File: config.mk
export PLATFORM = sky130hd
export DESIGN_NAME = acq_ctrl
export DESIGN_NICKNAME = d
export VERILOG_FILES = /design/src/rtl/acq_pkg.sv /design/src/rtl/acq_ctrl_sat_counter.sv /design/src/rtl/acq_ctrl.sv
export SDC_FILE = /design/constraint.sdc
export NUM_CORES = 1
export LEC_CHECK = 0
export CAP_MARGIN = 15
export CORE_MARGIN = 1.5
export CORE_UTILIZATION = 56
export DETAILED_ROUTE_END_ITERATION = 6
export DONT_BUFFER_PORTS = 1
export PLACE_DENSITY = 0.71
export SYNTH_ARGS = -nofsm -noshare
export SYNTH_HDL_FRONTEND = slang
export SYNTH_HIERARCHICAL = 1
export SYNTH_SLANG_ARGS = --single-unit
File: constraint.sdc
create_clock -name clk_i -period 5 [get_ports clk_i]
set_input_delay 0.75 -clock clk_i [delete_from_list [all_inputs] [get_ports clk_i]]
set_output_delay 0.75 -clock clk_i [all_outputs]
set_load 0.005 [all_outputs]
File: src/rtl/acq_pkg.sv
// Shared definitions for the acquisition controller: state encoding, default
// widths and a small helper that classifies states.
package acq_pkg;

    localparam int DEF_CNT_W = 16;
    localparam int DEF_TO_W  = 24;

    localparam logic [1:0] ST_IDLE      = 2'b00;
    localparam logic [1:0] ST_ARMED     = 2'b01;
    localparam logic [1:0] ST_TRIGGERED = 2'b10;
    localparam logic [1:0] ST_DONE      = 2'b11;

    typedef enum logic [1:0] {
        IDLE      = ST_IDLE,
        ARMED     = ST_ARMED,
        TRIGGERED = ST_TRIGGERED,
        DONE      = ST_DONE
    } acq_state_e;

    // Sampling is enabled while waiting for a trigger and while counting writes.
    function automatic logic state_is_sampling(input logic [1:0] st);
        return (st == ST_ARMED) || (st == ST_TRIGGERED);
    endfunction

endpackage

File: src/rtl/acq_ctrl_sat_counter.sv
// Up-counter with synchronous clear that sticks at all-ones instead of
// wrapping, plus a compare against a caller-supplied terminal value.
module sat_counter #(
    parameter int W = 8
) (
    input  logic         clk_i,
    input  logic         rst_i,
    input  logic         clr_i,
    input  logic         en_i,
    input  logic [W-1:0] term_i,
    output logic         at_term_o
);

    logic [W-1:0] count_q, count_d;
    logic         sat;

    assign sat       = &count_q;
    assign at_term_o = (count_q == term_i);

    // NOTE: next-state is given a default before any branch so no path leaves it unassigned (no latch).
    always_comb begin
        count_d = count_q;
        if (clr_i) begin
            count_d = '0;
        end else if (en_i && !sat) begin
            count_d = count_q + W'(1);
        end
    end

    // NOTE: state registers use non-blocking assignments so every flop samples pre-edge values.
    always_ff @(posedge clk_i or posedge rst_i) begin
        if (rst_i) begin
            count_q <= '0;
        end else begin
            count_q <= count_d;
        end
    end

endmodule

File: src/rtl/acq_ctrl.sv
// Capture sequencer for sample_logic: arm, wait for a real or timeout-forced
// trigger, count post-trigger writes, then hold until the FIFO drains.
module acq_ctrl
    import acq_pkg::*;
#(
    parameter int CNT_W = DEF_CNT_W,
    parameter int TO_W  = DEF_TO_W
) (
    input  logic             clk_i,
    input  logic             rst_i,
    input  logic             arm_i,
    input  logic             abort_i,
    input  logic             auto_i,
    input  logic [CNT_W-1:0] post_count_i,
    input  logic [TO_W-1:0]  timeout_i,
    input  logic             trigger_i,
    input  logic             w_en_i,
    input  logic             fifo_full_i,
    input  logic             fifo_empty_i,
    output logic             acquiring_o,
    output logic             busy_o,
    output logic             triggered_o,
    output logic             forced_o,
    output logic             truncated_o,
    output logic             done_o
);

    logic [1:0]       state_q, state_d;
    logic [CNT_W-1:0] post_q, post_d;
    logic [TO_W-1:0]  to_q, to_d;
    logic             triggered_q, triggered_d;
    logic             forced_q, forced_d;
    logic             truncated_q, truncated_d;
    logic             done_q, done_d;
    logic             acq_q, acq_d;
    logic             busy_q, busy_d;

    logic             arm_load;
    logic             post_en;
    logic             to_en;
    logic             post_at_term;
    logic             to_at_term;
    logic             to_expired;

    sat_counter #(.W(CNT_W)) u_post_cnt (
        .clk_i     (clk_i),
        .rst_i     (rst_i),
        .clr_i     (arm_load),
        .en_i      (post_en),
        .term_i    (post_q - CNT_W'(1)),
        .at_term_o (post_at_term)
    );

    sat_counter #(.W(TO_W)) u_to_cnt (
        .clk_i     (clk_i),
        .rst_i     (rst_i),
        .clr_i     (arm_load),
        .en_i      (to_en),
        .term_i    (to_q - TO_W'(1)),
        .at_term_o (to_expired)
    );

    // A zero timeout means wait forever, so the terminal compare is masked off.
    assign to_at_term = (to_q != '0) && to_expired;

    always_comb begin
        state_d     = state_q;
        post_d      = post_q;
        to_d        = to_q;
        triggered_d = triggered_q;
        forced_d    = forced_q;
        truncated_d = truncated_q;
        done_d      = 1'b0;
        arm_load    = 1'b0;
        post_en     = 1'b0;
        to_en       = 1'b0;

        if (abort_i) begin
            state_d     = ST_IDLE;
            triggered_d = 1'b0;
            forced_d    = 1'b0;
            truncated_d = 1'b0;
        end else begin
            case (state_q)
                ST_IDLE: begin
                    arm_load = arm_i;
                end
                ST_ARMED: begin
                    if (trigger_i || to_at_term) begin
                        triggered_d = 1'b1;
                        forced_d    = !trigger_i;
                        if (post_q == '0) begin
                            state_d = ST_DONE;
                            done_d  = 1'b1;
                        end else begin
                            state_d = ST_TRIGGERED;
                        end
                    end else begin
                        to_en = 1'b1;
                    end
                end
                ST_TRIGGERED: begin
                    if (fifo_full_i) begin
                        state_d     = ST_DONE;
                        truncated_d = 1'b1;
                        done_d      = 1'b1;
                    end else if (w_en_i) begin
                        post_en = 1'b1;
                        if (post_at_term) begin
                            state_d = ST_DONE;
                            done_d  = 1'b1;
                        end
                    end
                end
                default: begin
                    // done_q is high only in the first DONE cycle, so it gates the drain check.
                    if (fifo_empty_i && !done_q) begin
                        if (auto_i) begin
                            arm_load = 1'b1;
                        end else begin
                            state_d = ST_IDLE;
                        end
                    end
                end
            endcase
        end

        if (arm_load) begin
            state_d     = ST_ARMED;
            post_d      = post_count_i;
            to_d        = timeout_i;
            triggered_d = 1'b0;
            forced_d    = 1'b0;
            truncated_d = 1'b0;
        end

        acq_d  = state_is_sampling(state_d);
        busy_d = (state_d != ST_IDLE);
    end

    always_ff @(posedge clk_i or posedge rst_i) begin
        if (rst_i) begin
            state_q     <= ST_IDLE;
            post_q      <= '0;
            to_q        <= '0;
            triggered_q <= 1'b0;
            forced_q    <= 1'b0;
            truncated_q <= 1'b0;
            done_q      <= 1'b0;
            acq_q       <= 1'b0;
            busy_q      <= 1'b0;
        end else begin
            state_q     <= state_d;
            post_q      <= post_d;
            to_q        <= to_d;
            triggered_q <= triggered_d;
            forced_q    <= forced_d;
            truncated_q <= truncated_d;
            done_q      <= done_d;
            acq_q       <= acq_d;
            busy_q      <= busy_d;
        end
    end

    assign acquiring_o = acq_q;
    assign busy_o      = busy_q;
    assign triggered_o = triggered_q;
    assign forced_o    = forced_q;
    assign truncated_o = truncated_q;
    assign done_o      = done_q;

endmodule

Word-level counts from Yosys, hierarchy flattened

Cells that the tools add are included.

Bits of input ports: 49
Register bits: 88
Output and inout bits: 6
Logic and storage cells: 90

Add/subtract/negate cells: 4
Reduce and logical (&&, ||, !) cells: 25
Eq/ne operators: 6
Muxes and demuxes: 44

Operator list:

| cell                    | count |
|---|---|
| $mux W24                | 2 |
| $mux W16                | 2 |
| $mux W1                 | 29 |
| $add A24 B1 Y24 const B | 1 |
| $eq A24 B24 Y1          | 1 |
| $reduce_and A24 Y1      | 1 |
| $reduce_bool A24 Y1     | 1 |
| $sub A24 B1 Y24 const B | 1 |
| $add A16 B1 Y16 const B | 1 |
| $eq A16 B16 Y1          | 1 |
| $logic_not A16 Y1       | 1 |
| $mux W2                 | 8 |
| $reduce_and A16 Y1      | 1 |
| $sub A16 B1 Y16 const B | 1 |
| $reduce_bool A3 Y1      | 4 |
| $pmux W2 S3             | 1 |
| $reduce_bool A2 Y1      | 3 |
| $eq A2 B1 Y1 const B    | 2 |
| $eq A2 B2 Y1 const B    | 2 |
| $logic_and A1 B1 Y1     | 4 |
| $logic_not A1 Y1        | 4 |
| $pmux W1 S2             | 2 |
| $reduce_and A2 Y1       | 2 |
| $logic_not A2 Y1        | 1 |
| 2 further kinds         | 3 |

Depth between registers and ports, before layout

Word-level depth: 10
Depth in mapped cells: 18
Gate-level depth less buffers: 17

Hierarchy

Netlist, hierarchy kept.

Modules (own cells, without submodules):

| module                   | cells each | area each (um2) | seq. area each (um2) | instances |
|---|---|---|---|---|
| acq_ctrl                 | 249        | 2732.6          | 1201.2               | 1 |
| sat_counter (u_to_cnt)   | 185        | 1611.5          | 600.6                | 1 |
| sat_counter (u_post_cnt) | 124        | 1127.3          | 400.4                | 1 |

Worst setup path before layout

No wires, ideal clock.

Path type: register to register
From: register to_q[10]
To: register u_to_cnt.count_q[15]
Slack: 1215 ps
Period minus slack after synthesis: 3785 ps
Arrival time: 3706 ps
Required time: 4922 ps
Library setup time: 78 ps
Path buffers: 1
Stages on the path, launching flop included: 18
Cell sequence: dfrtp_1 -> or4_4 -> nor3_4 -> nand2b_1 -> or3_1 -> xnor2_1 -> xor2_1 -> nor4_1 -> nand4_1 -> nor3_1 -> a21boi_0 -> nor4b_1 -> clkbuf_1 -> nand4_1 -> nor2_1 -> o21ai_1 -> or3_1 -> a21oi_1

Longest elaborated chain between the ends: 9
Elaborated cells on any way between the ends: 10
Those cells by class: 1 x add/sub; 1 x eq/ne; 3 x mux; 5 x reduce/logical

Ends and longest elaborated chain:

| what                         | RTL line                   | RTL |
|---|---|---|
| start: declaration           | acq_ctrl.sv:30             | `logic [TO_W-1:0] to_q, to_d;` |
| start signal: assignment     | acq_ctrl.sv:155            | `to_q <= to_d;` |
| $sub A24 B1 Y24              | acq_ctrl.sv:59             | `.term_i (to_q - TO_W'(1)),` |
| $eq A24 B24 Y1               | acq_ctrl_sat_counter.sv:18 | `assign at_term_o = (count_q == term_i);` |
| named net to_expired         | acq_ctrl.sv:43             | `logic to_expired;` |
| $logic_and A1 B1 Y1          | acq_ctrl.sv:64             | `assign to_at_term = (to_q != '0) && to_expired;` |
| $logic_or A1 B1 Y1           | acq_ctrl.sv:89             | `if (trigger_i \|\| to_at_term) begin` |
| $mux W1                      | acq_ctrl.sv:89             |  |
| $mux W1                      | acq_ctrl.sv:84             | `case (state_q)` |
| $mux W1                      | acq_ctrl.sv:78             | `if (abort_i) begin` |
| named net to_en              | acq_ctrl.sv:40             | `logic to_en;` |
| $logic_and A1 B1 Y1          | acq_ctrl_sat_counter.sv:25 | `end else if (en_i && !sat) begin` |
| $reduce_bool A2 Y1 (no line) | --                         |  |
| end signal: assignment       | acq_ctrl_sat_counter.sv:35 | `count_q <= count_d;` |
| end: declaration             | acq_ctrl_sat_counter.sv:14 | `logic [W-1:0] count_q, count_d;` |

The timed path passes the listed nets, and every way through them passes these cells.
A chain may end at the register's enable or synchronous reset.

Final worst setup path

From: register to_q[2]
To: register u_to_cnt.count_q[14]

The elaborated chain is that of the path after synthesis.

==> impl_metrics.py <==
metrics = {
    "clock_tree": {
        "cts_resized": 0,
        "cts_setup_buffers": 0,
        "numCtsBuffers": 9,
        "path_clk_slew_ns": 0.09,
        "ctsHoldBuffers": 0,
        "htreeDepth": 3,
        "clock_latency_ns": 0.37,
        "cts.root.buffer_cell": "clkbuf_8",
        "cts_tree": "yes",
        "numClockSinks": 88,
        "cts.path.max_buffers": 2,
    },
    "setup_path": {
        "crit_chain": "nor4_2, nand3_1, nand2b_1, or3_1, xnor2_1, xor2_1, nor4_1, nand4_1, nor3_1, a21boi_0, nor4b_1, buf_4, nand4_1, nor3_1, a311oi_1, or2_1",
        "startpoint_type": "flop",
        "slowest_stage": "dfrtp_1",
        "path_class": "reg -> reg",
        "cp-end-kind": "flop",
        "cp.arrival_ns": 4.83,
        "worstPathRequired_ns": 5.31,
        "max_stage_delay_ns": 0.44,
        "worst-path-max-fanout": 9,
    },
    "sta": {
        "setup_viol": 0,
        "layout_setup_ws_ns": 0.4814,
        "worst_slew_margin_rel_pct": 32.77,
        "rsz0062_at_grt": "no",
        "fmaxAchievable_mhz": 221.3,
        "tightest_slew_ns": 1.009,
        "report.final.hold_viol_count": 0,
        "fin_skew_ns": 0.01026,
        "fin_setup_tns_ns": 0,
        "layout_min_cycle_time_ns": 4.519,
        "report.final.slew_viol_count": 0,
        "min_period_over_period_pct": 90.37,
    },
    "worst_hold_path": {
        "hold_path.class": "in -> async",
    },
    "logic_synthesis": {
        "synth_cell_types": 62,
        "yosys_warnings": 6,
        "synth_edf_count": 0,
        "synth_nets": 618,
        "async_flop_share_pct": 100.0,
        "synthCells": 558,
        "ys_seq_elements": 88,
        "synth_top_flop_cell": "dfrtp_1",
        "synth_area_per_cell_um2": 9.806,
        "synth-seq-area-share_pct": 40.25,
        "synth.cell_area_um2": 5471,
    },
    "routing": {
        "dr.pass1.iters": 5,
        "avgViaCountPerCell": 6.249,
        "wl_met3_um": 1036,
        "wl_met2_um": 6046,
        "num_vias": 4312,
        "drc": 0,
        "routed_wl_um": 12950,
        "wirelength_met1_um": 5525,
        "top_layer": "met5",
        "drtIter0Drc": 304,
        "ant_nets": 0,
        "wl_per_cell_um": 18.77,
    },
    "layout": {
        "syn2layout_area_growth_pct": 6.426,
        "final_layout_size_suffix_gt1_share_pct": 13.21,
        "seqCellArea_um2": 2202,
        "multi_input_area_um2": 3117,
        "n_fill_cell": 816,
        "nets": 615,
    },
    "floorplanning": {
        "die-height_um": 101.8,
        "die_w_um": 101.8,
        "fp.dieArea_um2": 10370,
        "start_util_pct": 58.38,
        "rows": 35,
        "core_area_um2": 9371,
        "ios": 55,
    },
    "place": {
        "gp_congestion": 0.9353,
        "io_buffer_count": 0,
        "dp_hpwl_um": 9621,
        "dp_slack_ns": 0.6336,
    },
    "global_routing": {
        "grt_max_degree": 53,
        "grt_usage_pct": 26.75,
        "antenna_found_initial": 1,
        "grt.overflow.total": 0,
        "grt_pass1_vias": 4212,
        "grt_first_pass_wirelength_um": 21220,
    },
    "pwr": {
        "max-vdd-ir-drop_v": 0.0003402,
        "pwr-share-comb_pct": 31.6,
        "powerDensity_nw_per_um2": 422.2,
        "p_leak_nw": 2.284,
        "p_sw_w": 0.0008953,
        "power_frac_seq_pct": 45.7,
        "power.share.clock_pct": 22.7,
        "power.internal_w": 0.001563,
        "switching_share_pct": 36.42,
    },
    "status": {
        "outcome": "finished clean",
    },
    "job": {
        "max_cap_violations": 0,
    },
}
==> synthesized netlist by cell type (all sizes together) (2+ instances only) <==
cell type / number / area share [%]
a21oi: 19 / 1.7
a31oi: 2 / 0.23
a41oi: 2 / 0.32
and2: 3 / 0.34
and3: 3 / 0.34
and4: 3 / 0.48
buf: 8 / 0.82
clkbuf: 9 / 0.62
dfrtp: 88 / 40
ha: 11 / 2.5
inv: 21 / 1.4
mux2: 37 / 7.6
mux2i: 3 / 0.55
nand2: 40 / 2.8
nand2b: 3 / 0.34
nand3: 14 / 1.4
nand3b: 4 / 0.55
nand4: 24 / 3.1
nor2: 36 / 2.5
nor2b: 4 / 0.46
nor3: 20 / 2.0
nor3b: 3 / 0.41
nor4: 20 / 2.8
nor4b: 4 / 0.64
o211ai: 2 / 0.27
o21a: 2 / 0.27
o21ai: 25 / 2.4
o311ai: 3 / 0.48
o31a: 2 / 0.32
o31ai: 7 / 0.96
o41ai: 4 / 0.64
or2: 2 / 0.23
or3: 16 / 1.9
or4: 18 / 2.7
xnor2: 44 / 7.2
xor2: 42 / 6.7
==> layout make-up <==
cell class / instances / share of cell area [%]
timing repair buffer: 3 / 0.6016
antenna: 1 / 0.04297
clock buffer: 9 / 2.127
sequential: 88 / 37.82
multi-input combinational: 432 / 53.52
clock inverter: 7 / 1.762
tap: 129 / 2.772
inverter: 21 / 1.354
==> metrics by stage <==
stage               hold slack, ns  instances  area [um2]  util [%]  power [W]
floorplan                   0.4859        558        5472         -   0.001707
global placement            0.5218        672        5587     59.61   0.001879
detailed placement          0.5298        672        5587     59.61   0.001917
CTS                         0.3397        688        5813     62.03   0.002482
global route                0.3689        689        5821     62.11   0.002620
finish                      0.3377        690        5823     62.14   0.002458
==> layout by cell type, fill, tap and decap left out, drive strengths merged, types with 14 or more instances in the layout <==
cell type / synthesis / final
dfrtp: 88 / 88
xnor2: 44 / 44
xor2: 42 / 42
nand2: 40 / 40
mux2: 37 / 37
nor2: 36 / 36
o21ai: 25 / 25
nand4: 24 / 24
inv: 21 / 23
nor3: 20 / 20
nor4: 20 / 20
a21oi: 19 / 19
or4: 18 / 18
or3: 16 / 16
nand3: 14 / 14
==> power groups by stage <==
stage / combinational, W / sequential [W] / clock, W
2_1_floorplan: 0.000647 / 0.00106 / 0
3_3_place_gp: 0.000758 / 0.00112 / 0
3_5_place_dp: 0.000782 / 0.00113 / 0
4_1_cts: 0.000786 / 0.00112 / 0.000575
5_1_grt: 0.000864 / 0.00116 / 0.000599
6_report: 0.000777 / 0.00112 / 0.000558
==> critical path: cells and delay by family, from the launching register on <==
family / cells / cell delay, ns
AND/OR/NAND/NOR: 11 / 2.72
AO/OA/AOI/OAI: 2 / 0.74
flip-flops: 1 / 0.44
XOR/XNOR: 2 / 0.37
buffers and inverters: 1 / 0.19
==> sequential cells by signal (all words and copies together) (netlist names) <==
signal / count
acquiring_o: 1
busy_o: 1
done_o: 1
forced_o: 1
post_q: 16
state_q: 2
to_q: 24
triggered_o: 1
truncated_o: 1
u_post_cnt/count_q: 16
u_to_cnt/count_q: 24
==> worst paths after layout <==
path	cells after the start	slack, ns	startpoint	endpoint
setup / recovery	16	0.48	to_q[2]$_DFFE_PP0P_	u_to_cnt/count_q[14]$_DFFE_PP0P_
hold / removal	1	0.34	rst_i	u_post_cnt/count_q[1]$_DFFE_PP0P_
setup reg to reg	16	0.48	to_q[2]$_DFFE_PP0P_	u_to_cnt/count_q[14]$_DFFE_PP0P_
hold reg to reg	2	0.54	truncated_o$_DFFE_PP0P_	truncated_o$_DFFE_PP0P_
max in group asynchronous	1	3.89	rst_i	to_q[8]$_DFFE_PP0P_
min in group clk_i	1	0.44	abort_i	done_o$_DFF_PP0_
==> per-layer routing <==
layer	track usage, %	up-vias
met5	0	-
met4	11.38	2
met3	9.918	34
met2	41.08	156
met1	34.22	2091
li1	-	2029
==> cells by family after synthesis <==
group	synth area share [%]
AND/OR/NAND/NOR	23.78
flip-flops	40.25
XOR/XNOR	13.90
AO/OA/AOI/OAI	8.507
multiplexers	8.164
buffers and inverters	2.881
adder cells (fa/ha/maj)	2.515
No activity file was read; power rests on OpenSTA's default activity.
